`config.mk`:
```
export PLATFORM = sky130hd
export DESIGN_NAME = uart_param
export DESIGN_NICKNAME = d
export VERILOG_FILES = /design/src/rtl/uart_param.sv
export SDC_FILE = /design/constraint.sdc
export NUM_CORES = 1
export LEC_CHECK = 0
export CORE_UTILIZATION = 55
export CTS_CLUSTER_SIZE = 40
export DETAILED_ROUTE_END_ITERATION = 12
export PLACE_DENSITY = 0.78
export SLEW_MARGIN = 20
export SYNTH_ARGS = -nofsm -noshare
export SYNTH_HDL_FRONTEND = slang
export SYNTH_SLANG_ARGS = --single-unit
```
`constraint.sdc`:
```
create_clock -name clk -period 2.3 [get_ports clk]
set_clock_uncertainty 0.2 [all_clocks]
set_input_delay 0.46 -clock clk [delete_from_list [all_inputs] [get_ports clk]]
set_output_delay 0.46 -clock clk [all_outputs]
set_load 0.1 [all_outputs]
```
`src/rtl/uart_param.sv`:
```
// ---------------------------------------------------------------------------
// uart_param -- parametrised full-duplex UART.
//
// Transmitter serialises DATA_BITS words LSB first with one start bit and
// STOP_BITS stop bits. Receiver synchronises rx, rejects start glitches by
// re-checking the line at the start-bit midpoint, samples every data bit at
// its midpoint and reports framing errors and overruns.
//
// Optional feature macro: UART_PARITY_EN
//   defined   -> a parity bit follows the data (even, or odd if PARITY_ODD),
//                the receiver checks it and reports parity_err.
//   undefined -> no parity state in either FSM, parity_err tied low.
//
// Ports
//   clk            system clock, rising edge
//   rst            asynchronous reset, active high
//   data_send      word to transmit, captured when wr_en is accepted
//   wr_en          transmit request, accepted only while tx_busy = 0
//   tx             serial output, idle high
//   tx_busy        transmitter occupied
//   rx             serial input, asynchronous to clk
//   rdy            received word valid, sticky until rdy_clr
//   rdy_clr        one-cycle pulse clearing rdy and overrun
//   received_data  last received word
//   frame_err      stop bit of the last word sampled low
//   parity_err     parity of the last word mismatched
//   overrun        a word completed while rdy was still set (sticky)
// ---------------------------------------------------------------------------
module uart_param #(
    parameter int DATA_BITS    = 8,
    parameter int CLKS_PER_BIT = 16,
    parameter int STOP_BITS    = 1,
    parameter int PARITY_ODD   = 0
) (
    input  logic                 clk,
    input  logic                 rst,
    input  logic [DATA_BITS-1:0] data_send,
    input  logic                 wr_en,
    output logic                 tx,
    output logic                 tx_busy,
    input  logic                 rx,
    output logic                 rdy,
    input  logic                 rdy_clr,
    output logic [DATA_BITS-1:0] received_data,
    output logic                 frame_err,
    output logic                 parity_err,
    output logic                 overrun
);

    localparam int CW = $clog2(CLKS_PER_BIT);
    localparam int BW = $clog2(DATA_BITS);
    localparam logic [CW-1:0] CNT_LAST  = CW'(CLKS_PER_BIT - 1);
    localparam logic [CW-1:0] CNT_HALF  = CW'(CLKS_PER_BIT / 2 - 1);
    localparam logic [BW-1:0] BIT_LAST  = BW'(DATA_BITS - 1);
    localparam logic          STOP_LAST = 1'(STOP_BITS - 1);

`ifdef UART_PARITY_EN
    localparam logic PAR_ODD = (PARITY_ODD != 0);
`else
    logic unused_parity_cfg;
    assign unused_parity_cfg = (PARITY_ODD != 0);
`endif

    typedef enum logic [2:0] {
        TX_IDLE, TX_START, TX_DATA,
`ifdef UART_PARITY_EN
        TX_PARITY,
`endif
        TX_STOP
    } tx_state_t;

    typedef enum logic [2:0] {
        RX_IDLE, RX_START, RX_DATA,
`ifdef UART_PARITY_EN
        RX_PARITY,
`endif
        RX_STOP, RX_WAIT_HIGH
    } rx_state_t;

    // ---------------- transmitter ----------------
    tx_state_t            tx_state_q, tx_state_d;
    logic [CW-1:0]        tx_cnt_q, tx_cnt_d;
    logic [BW-1:0]        tx_bit_q, tx_bit_d;
    logic                 tx_stop_q, tx_stop_d;
    logic [DATA_BITS-1:0] tx_shift_q, tx_shift_d;
    logic                 tx_q, tx_d;
    logic                 tx_busy_q, tx_busy_d;
`ifdef UART_PARITY_EN
    logic                 tx_par_q, tx_par_d;
`endif

    always_comb begin
        // NOTE: every always_comb output gets a default first so no path leaves it unassigned (no latch).
        tx_state_d = tx_state_q;
        tx_cnt_d   = tx_cnt_q + 1'b1;
        tx_bit_d   = tx_bit_q;
        tx_stop_d  = tx_stop_q;
        tx_shift_d = tx_shift_q;
        tx_d       = tx_q;
        tx_busy_d  = tx_busy_q;
`ifdef UART_PARITY_EN
        tx_par_d   = tx_par_q;
`endif
        case (tx_state_q)
            TX_IDLE: begin
                tx_cnt_d = '0;
                if (wr_en) begin
                    tx_shift_d = data_send;
`ifdef UART_PARITY_EN
                    tx_par_d   = (^data_send) ^ PAR_ODD;
`endif
                    tx_d       = 1'b0;
                    tx_busy_d  = 1'b1;
                    tx_state_d = TX_START;
                end
            end
            TX_START: begin
                if (tx_cnt_q == CNT_LAST) begin
                    tx_cnt_d   = '0;
                    tx_bit_d   = '0;
                    tx_d       = tx_shift_q[0];
                    tx_state_d = TX_DATA;
                end
            end
            TX_DATA: begin
                if (tx_cnt_q == CNT_LAST) begin
                    tx_cnt_d = '0;
                    if (tx_bit_q == BIT_LAST) begin
`ifdef UART_PARITY_EN
                        tx_d       = tx_par_q;
                        tx_state_d = TX_PARITY;
`else
                        tx_d       = 1'b1;
                        tx_stop_d  = 1'b0;
                        tx_state_d = TX_STOP;
`endif
                    end else begin
                        // Shift so the next bit to send always sits at index 0.
                        tx_bit_d   = tx_bit_q + 1'b1;
                        tx_shift_d = tx_shift_q >> 1;
                        tx_d       = tx_shift_q[1];
                    end
                end
            end
`ifdef UART_PARITY_EN
            TX_PARITY: begin
                if (tx_cnt_q == CNT_LAST) begin
                    tx_cnt_d   = '0;
                    tx_d       = 1'b1;
                    tx_stop_d  = 1'b0;
                    tx_state_d = TX_STOP;
                end
            end
`endif
            TX_STOP: begin
                if (tx_cnt_q == CNT_LAST) begin
                    tx_cnt_d = '0;
                    if (tx_stop_q == STOP_LAST) begin
                        // wr_en in this cycle is seen by TX_STOP, so it is ignored.
                        tx_busy_d  = 1'b0;
                        tx_state_d = TX_IDLE;
                    end else begin
                        tx_stop_d = 1'b1;
                    end
                end
            end
            default: tx_state_d = TX_IDLE;
        endcase
    end

    // NOTE: no memories here; every register including the datapath is reset so outputs are defined.
    always_ff @(posedge clk or posedge rst) begin
        if (rst) begin
            tx_state_q <= TX_IDLE;
            tx_cnt_q   <= '0;
            tx_bit_q   <= '0;
            tx_stop_q  <= 1'b0;
            tx_shift_q <= '0;
            tx_q       <= 1'b1;
            tx_busy_q  <= 1'b0;
`ifdef UART_PARITY_EN
            tx_par_q   <= 1'b0;
`endif
        end else begin
            // NOTE: sequential state uses non-blocking assignments so all flops update together.
            tx_state_q <= tx_state_d;
            tx_cnt_q   <= tx_cnt_d;
            tx_bit_q   <= tx_bit_d;
            tx_stop_q  <= tx_stop_d;
            tx_shift_q <= tx_shift_d;
            tx_q       <= tx_d;
            tx_busy_q  <= tx_busy_d;
`ifdef UART_PARITY_EN
            tx_par_q   <= tx_par_d;
`endif
        end
    end

    assign tx      = tx_q;
    assign tx_busy = tx_busy_q;

    // ---------------- receiver ----------------
    logic                 rx_meta_q, rx_sync_q, rx_prev_q;
    rx_state_t            rx_state_q, rx_state_d;
    logic [CW-1:0]        rx_cnt_q, rx_cnt_d;
    logic [BW-1:0]        rx_bit_q, rx_bit_d;
    logic [DATA_BITS-1:0] rx_shift_q, rx_shift_d;
    logic [DATA_BITS-1:0] data_q, data_d;
    logic                 frame_err_q, frame_err_d;
    logic                 rdy_q, rdy_d;
    logic                 overrun_q, overrun_d;
`ifdef UART_PARITY_EN
    logic                 rx_par_q, rx_par_d;
    logic                 parity_err_q, parity_err_d;
`endif

    always_comb begin
        rx_state_d  = rx_state_q;
        rx_cnt_d    = rx_cnt_q + 1'b1;
        rx_bit_d    = rx_bit_q;
        rx_shift_d  = rx_shift_q;
        data_d      = data_q;
        frame_err_d = frame_err_q;
        rdy_d       = rdy_q;
        overrun_d   = overrun_q;
`ifdef UART_PARITY_EN
        rx_par_d     = rx_par_q;
        parity_err_d = parity_err_q;
`endif
        // A completion below overrides this clear, so a coincident word is not lost.
        if (rdy_clr) begin
            rdy_d     = 1'b0;
            overrun_d = 1'b0;
        end
        case (rx_state_q)
            RX_IDLE: begin
                rx_cnt_d = '0;
                if (rx_prev_q && !rx_sync_q) rx_state_d = RX_START;
            end
            RX_START: begin
                if (rx_cnt_q == CNT_HALF) begin
                    rx_cnt_d   = '0;
                    rx_bit_d   = '0;
                    // Line back high at mid start bit: a glitch, drop it silently.
                    rx_state_d = rx_sync_q ? RX_IDLE : RX_DATA;
                end
            end
            RX_DATA: begin
                if (rx_cnt_q == CNT_LAST) begin
                    rx_cnt_d   = '0;
                    rx_shift_d = {rx_sync_q, rx_shift_q[DATA_BITS-1:1]};
                    if (rx_bit_q == BIT_LAST) begin
`ifdef UART_PARITY_EN
                        rx_state_d = RX_PARITY;
`else
                        rx_state_d = RX_STOP;
`endif
                    end else begin
                        rx_bit_d = rx_bit_q + 1'b1;
                    end
                end
            end
`ifdef UART_PARITY_EN
            RX_PARITY: begin
                if (rx_cnt_q == CNT_LAST) begin
                    rx_cnt_d   = '0;
                    rx_par_d   = rx_sync_q;
                    rx_state_d = RX_STOP;
                end
            end
`endif
            RX_STOP: begin
                if (rx_cnt_q == CNT_LAST) begin
                    rx_cnt_d    = '0;
                    data_d      = rx_shift_q;
                    frame_err_d = ~rx_sync_q;
`ifdef UART_PARITY_EN
                    parity_err_d = (^rx_shift_q) ^ PAR_ODD ^ rx_par_q;
`endif
                    rdy_d = 1'b1;
                    if (rdy_q && !rdy_clr) overrun_d = 1'b1;
                    // A low stop bit may be a break: wait for idle before hunting a new start.
                    rx_state_d = rx_sync_q ? RX_IDLE : RX_WAIT_HIGH;
                end
            end
            RX_WAIT_HIGH: begin
                rx_cnt_d = '0;
                if (rx_sync_q) rx_state_d = RX_IDLE;
            end
            default: rx_state_d = RX_IDLE;
        endcase
    end

    always_ff @(posedge clk or posedge rst) begin
        if (rst) begin
            rx_meta_q   <= 1'b1;
            rx_sync_q   <= 1'b1;
            rx_prev_q   <= 1'b1;
            rx_state_q  <= RX_IDLE;
            rx_cnt_q    <= '0;
            rx_bit_q    <= '0;
            rx_shift_q  <= '0;
            data_q      <= '0;
            frame_err_q <= 1'b0;
            rdy_q       <= 1'b0;
            overrun_q   <= 1'b0;
`ifdef UART_PARITY_EN
            rx_par_q     <= 1'b0;
            parity_err_q <= 1'b0;
`endif
        end else begin
            rx_meta_q   <= rx;
            rx_sync_q   <= rx_meta_q;
            rx_prev_q   <= rx_sync_q;
            rx_state_q  <= rx_state_d;
            rx_cnt_q    <= rx_cnt_d;
            rx_bit_q    <= rx_bit_d;
            rx_shift_q  <= rx_shift_d;
            data_q      <= data_d;
            frame_err_q <= frame_err_d;
            rdy_q       <= rdy_d;
            overrun_q   <= overrun_d;
`ifdef UART_PARITY_EN
            rx_par_q     <= rx_par_d;
            parity_err_q <= parity_err_d;
`endif
        end
    end

    assign rdy           = rdy_q;
    assign received_data = data_q;
    assign frame_err     = frame_err_q;
    assign overrun       = overrun_q;
`ifdef UART_PARITY_EN
    assign parity_err    = parity_err_q;
`else
    assign parity_err    = 1'b0;
`endif

endmodule

```
# Yosys cells after proc, flatten, opt, wreduce, memory -nomap -nowiden
# Index checks and enable logic that the tools add are counted.
# word_totals
reg_bits,53
input_bits,13
output_inout_bits,14
# classes
add_sub_neg,4
eq_ne,26
mux,54
bitwise_logic,1
n_reduce_logical,25
# op_table
op,n
2-to-1 mux 3 bit,19
!= test 2 bit (second input constant),14
2-to-1 mux 8 bit,3
AND reduction 4 bit,6
2-to-1 mux 1 bit,18
case mux 8 bit (2 select lines),1
case mux 3 bit (5 select lines),1
== test 3 x 2 -> 1 bit (second input constant),4
2-to-1 mux 4 bit,3
case mux 3 bit (2 select lines),2
case mux 3 bit (4 select lines),1
case mux 4 bit (3 select lines),1
AND reduction 6 bit,2
nonzero test 2 bit,5
== test 3 bit (second input constant),3
adder 4 x 1 -> 4 bit (second input constant),2
== test 4 bit (second input constant),2
case mux 4 bit (2 select lines),1
adder 3 x 1 -> 3 bit (second input constant),2
== test 3 x 1 -> 1 bit (second input constant),2
zero test 3 bit,2
== test 4 x 3 -> 1 bit (second input constant),1
case mux 1 bit (2 select lines),2
AND reduction 2 bit,2
other kinds (8),11

# Logic depth before layout (Yosys ltp)
# logic_depth
depth_word,5
mapped_depth,7
ltp_nobuf,6

# Worst setup path after synthesis
# OpenSTA, ideal clock, no wires.
# synth_path
path_kind,reg-to-reg
start,register tx_bit_q[0]
end,register tx_shift_q[7]
setup_time_ps,135
t_arrival_ps,1643
required_time_ps,1965
path_slack_ps,322
stages_incl_launch_ff,7
path_cell_list,dfrtp_1 ha_1 ha_1 clkbuf_1 a211o_1 a21oi_1 o22ai_1
# synth_between
elab_chain_len,3
# synth_rtl
item,line,text
start: declaration,83,"logic [BW-1:0] tx_bit_q, tx_bit_d;"
start signal: assignment,188,tx_bit_q <= tx_bit_d;
== test 3 bit,128,if (tx_bit_q == BIT_LAST) begin
!= test 2 bit (no source line),n/a,
AND reduction 4 bit (no source line),n/a,
end signal: assignment,190,tx_shift_q <= tx_shift_d;
end: declaration,85,"logic [DATA_BITS-1:0] tx_shift_q, tx_shift_d;"
# No other way between the ends.
# A chain may end at the register's enable or synchronous reset.

# Worst setup path after layout
# layout_path
start,register rx_bit_q[0]
end,register rx_bit_q[0]
# layout_between
elab_chain_len,4
# layout_rtl
item,line,text
start: declaration,206,"logic [BW-1:0] rx_bit_q, rx_bit_d;"
start signal: assignment,317,rx_bit_q <= rx_bit_d;
adder 3 x 1 -> 3 bit,259,rx_bit_d = rx_bit_q + 1'b1;
2-to-1 mux 3 bit,252,if (rx_bit_q == BIT_LAST) begin
2-to-1 mux 3 bit,249,if (rx_cnt_q == CNT_LAST) begin
case mux 3 bit (2 select lines),235,case (rx_state_q)
# Several ways; a longest one is shown, not always the timed one. The select of a mux whose other input is x is not followed.

==> out/qor.yml <==
outcome:
  outcome: "complete, no violations"
power:
  powerDensity_mw_per_mm2: 1040
  p_total_uw: 2910
  peakVddDrop_v: 0.000638
  leakage_uw: 0.00133
place:
  dpl-instance-area_sq_mm: 0.00268
  dp_hpwl_mm: 2.83
  gp_congestion: 0.861
  port_buffers: 25
timing:
  finalSetupViolCount: 0
  finalCriticalPeriod_ps: 2090
  hold_violations: 0
  finalMaxSlewViolations: 0
  min_period_over_period_pct: 90.9
  rsz0062_at_grt: "no"
  fmax_mhz: 478
floorplanning:
  ioPinCount: 27
  initial_core_util_pct: 58.2
  die_x_microns: 67.8
  chipHeight_microns: 67.8
  dieArea_sq_mm: 0.00459
  core_sq_mm: 0.00409
  fp-row-count: 23
cts:
  numClockSinks: 51
  clockRootBuffer: "clkbuf_8"
  clock_latency_ps: 310
  cts_htree_levels: 2
  clkTransAtPathRegs_ps: 90
  numCtsBuffers: 5
  cts_buffer_depth: 2
  cts_tree: "built"
cells_and_area:
  nets: 259
  fillCellCount: 309
  area_delta_synth_final_pct: 18.0
  final_cell_mix: "dfrtp_1, buf_4, nor2_1, nand2_1"
  drive_gt1_share_pct: 24.2
  n_antenna_cell: 0
  fin_area_sq_mm: 0.00281
  layout_commonest_cell: "dfrtp_1"
  fin_util_pct: 68.7
yosys:
  synth.cell_area_sq_mm: 0.00238
  syn_inst: 206
  async_flop_share_pct: 100
  syn-num-nets: 230
  synth_edf_count: 0
  ys.flop_type: "dfrtp_1"
  yosysWarnings: 0
  ys_seq_area_share_pct: 53.9
  yosysUniqueCellTypes: 47
  ys_ff_latch: 51
  avgSynthCellArea_sq_um: 11.5
global_route:
  grt.total_usage_pct: 19.9
  grt_max_degree: 38
  antenna_found_initial: 0
  grt_pass1_vias: 1595
  grt_first_pass_wirelength_mm: 6.73
  grt_overflow: 0
detailed_routing:
  maxUsedRoutingLayer: "met4"
  wl_met2_mm: 1.95
  met3WireLength_microns: 146
  drt-total-wl_mm: 3.91
  vias: 1638
  vias_per_cell: 5.73
  drc: 0
  post_drt_wl_per_cell_microns: 13.7
  drt-pass1-iter-count: 4
  drt-initial-drc-count: 105
  ant_nets: 0
  met1_length_mm: 1.72
setup_path:
  path_cells: "ha_1, ha_1, nor3b_1, a21oi_1, or4_1, mux2_2"
  worstSetupEndpointType: "flip-flop"
  cp_common_cell: "ha_1"
  slowest_stage: "or4_1"
  crit_buf_inv: 0
  critPathMaxStageDelay_ps: 460
  path_class: "reg2reg"
  cp_top_family: "simple AND/OR/NAND/NOR gates"
  required_ps: 2300
  crit_fanout: 3
  crit_arrival_ps: 2090
  cp-start-kind: "flip-flop"
flow_run:
  maxCapViolCount: 0
hold_path:
  hold_class: "reg2reg"
## cell usage after synthesis, types with 5 or more instances
master,count,area (sq um)
dfrtp_1,47,1180
nor2_1,15,56.3
nand2_1,14,52.6
mux2_2,12,135
ha_1,11,138
inv_1,10,37.5
o21ai_0,10,50.1
a21oi_1,9,45.0
o22ai_1,7,43.8
mux2_4,6,90.1
a22o_1,5,43.8
## stage by stage
| step | worst slack [ps] | cells | hold slack, ps | setup TNS (ps) |
|---|---|---|---|---|
| floorplan | 322 | 206 | 145 | 0 |
| global placement | 12.4 | 278 | 148 | 0 |
| detailed placement | -15.1 | 278 | 147 | -15.1 |
| CTS | 91.6 | 286 | 160 | 0 |
| global route | 78.1 | 286 | 167 | 0 |
| finish | 210 | 286 | 160 | 0 |
## where the power goes
| part | switching, uW | internal (uW) | leakage [uW] |
|---|---|---|---|
| logic | 552 | 478 | 0.000621 |
| clock network | 286 | 324 | 0.0000581 |
| registers | 183 | 1090 | 0.000654 |
| total | 1020 | 1890 | 0.00133 |
## cell families after synthesis
logic type	after synthesis	share of synthesized area, %
flops	51	53.9
fa+ha+maj	11	5.79
buf+inv	19	3.58
xor+xnor	5	1.84
simple gates	49	10.6
compound gates	52	14.7
other cells	1	0.158
mux	18	9.47
## cell type report
class	count	area [sq um]	share of cell area [%]
flip-flops and latches	51	1280	45.6
multi-input cells	136	1030	36.5
repair buffers	31	288	10.2
clock buffers	5	68.8	2.45
well taps	50	62.6	2.23
clock inverters	3	43.8	1.56
inverters	10	37.5	1.34
## state kept, by name, summed over array words and instances (netlist names)
name           flops
received_data      8
rx_shift_q         8
tx_shift_q         8
rx_cnt_q           4
tx_cnt_q           4
rx_bit_q           3
rx_state_q         3
tx_bit_q           3
tx_state_q         2
frame_err          1
overrun            1
rdy                1
rx_meta_q          1
rx_prev_q          1
rx_sync_q          1
tx                 1
tx_busy            1
## what timing repair did
action                                  4_1_cts  5_1_grt
endpoints found under the setup margin        0        6
hold buffers                                  0        0
gates resized for setup                       0        4
setup buffers                                 0        0
endpoints found under the hold margin         0        0
## worst register-to-register path: stages, from the launching register on
cell	delay, ps
dfrtp_1	390
ha_1	200
ha_1	200
nor3b_1	180
a21oi_1	60
or4_1	460
mux2_2	290
## per-layer routing
metal | GRT usage [%] | up-vias
li1 | - | 796
met1 | 23.0 | 794
met2 | 32.8 | 39
met3 | 4.39 | 9
met4 | 13.6 | 0
met5 | 0 | -
## worst paths after layout
check / start / endpoint / slack, ps / depth (start not counted)
max: rx_bit_q[0] / rx_bit_q[0] / 210 / 6
min: rx_meta_q / rx_sync_q / 160 / 0
max reg2reg: rx_bit_q[0] / rx_bit_q[0] / 210 / 6
min reg2reg: rx_meta_q / rx_sync_q / 160 / 0
max in group asynchronous: rst / tx / 1120 / 3
min in group asynchronous: rst / received_data[0] / 220 / 2
Note: power is estimated with default switching activity, not from simulation.
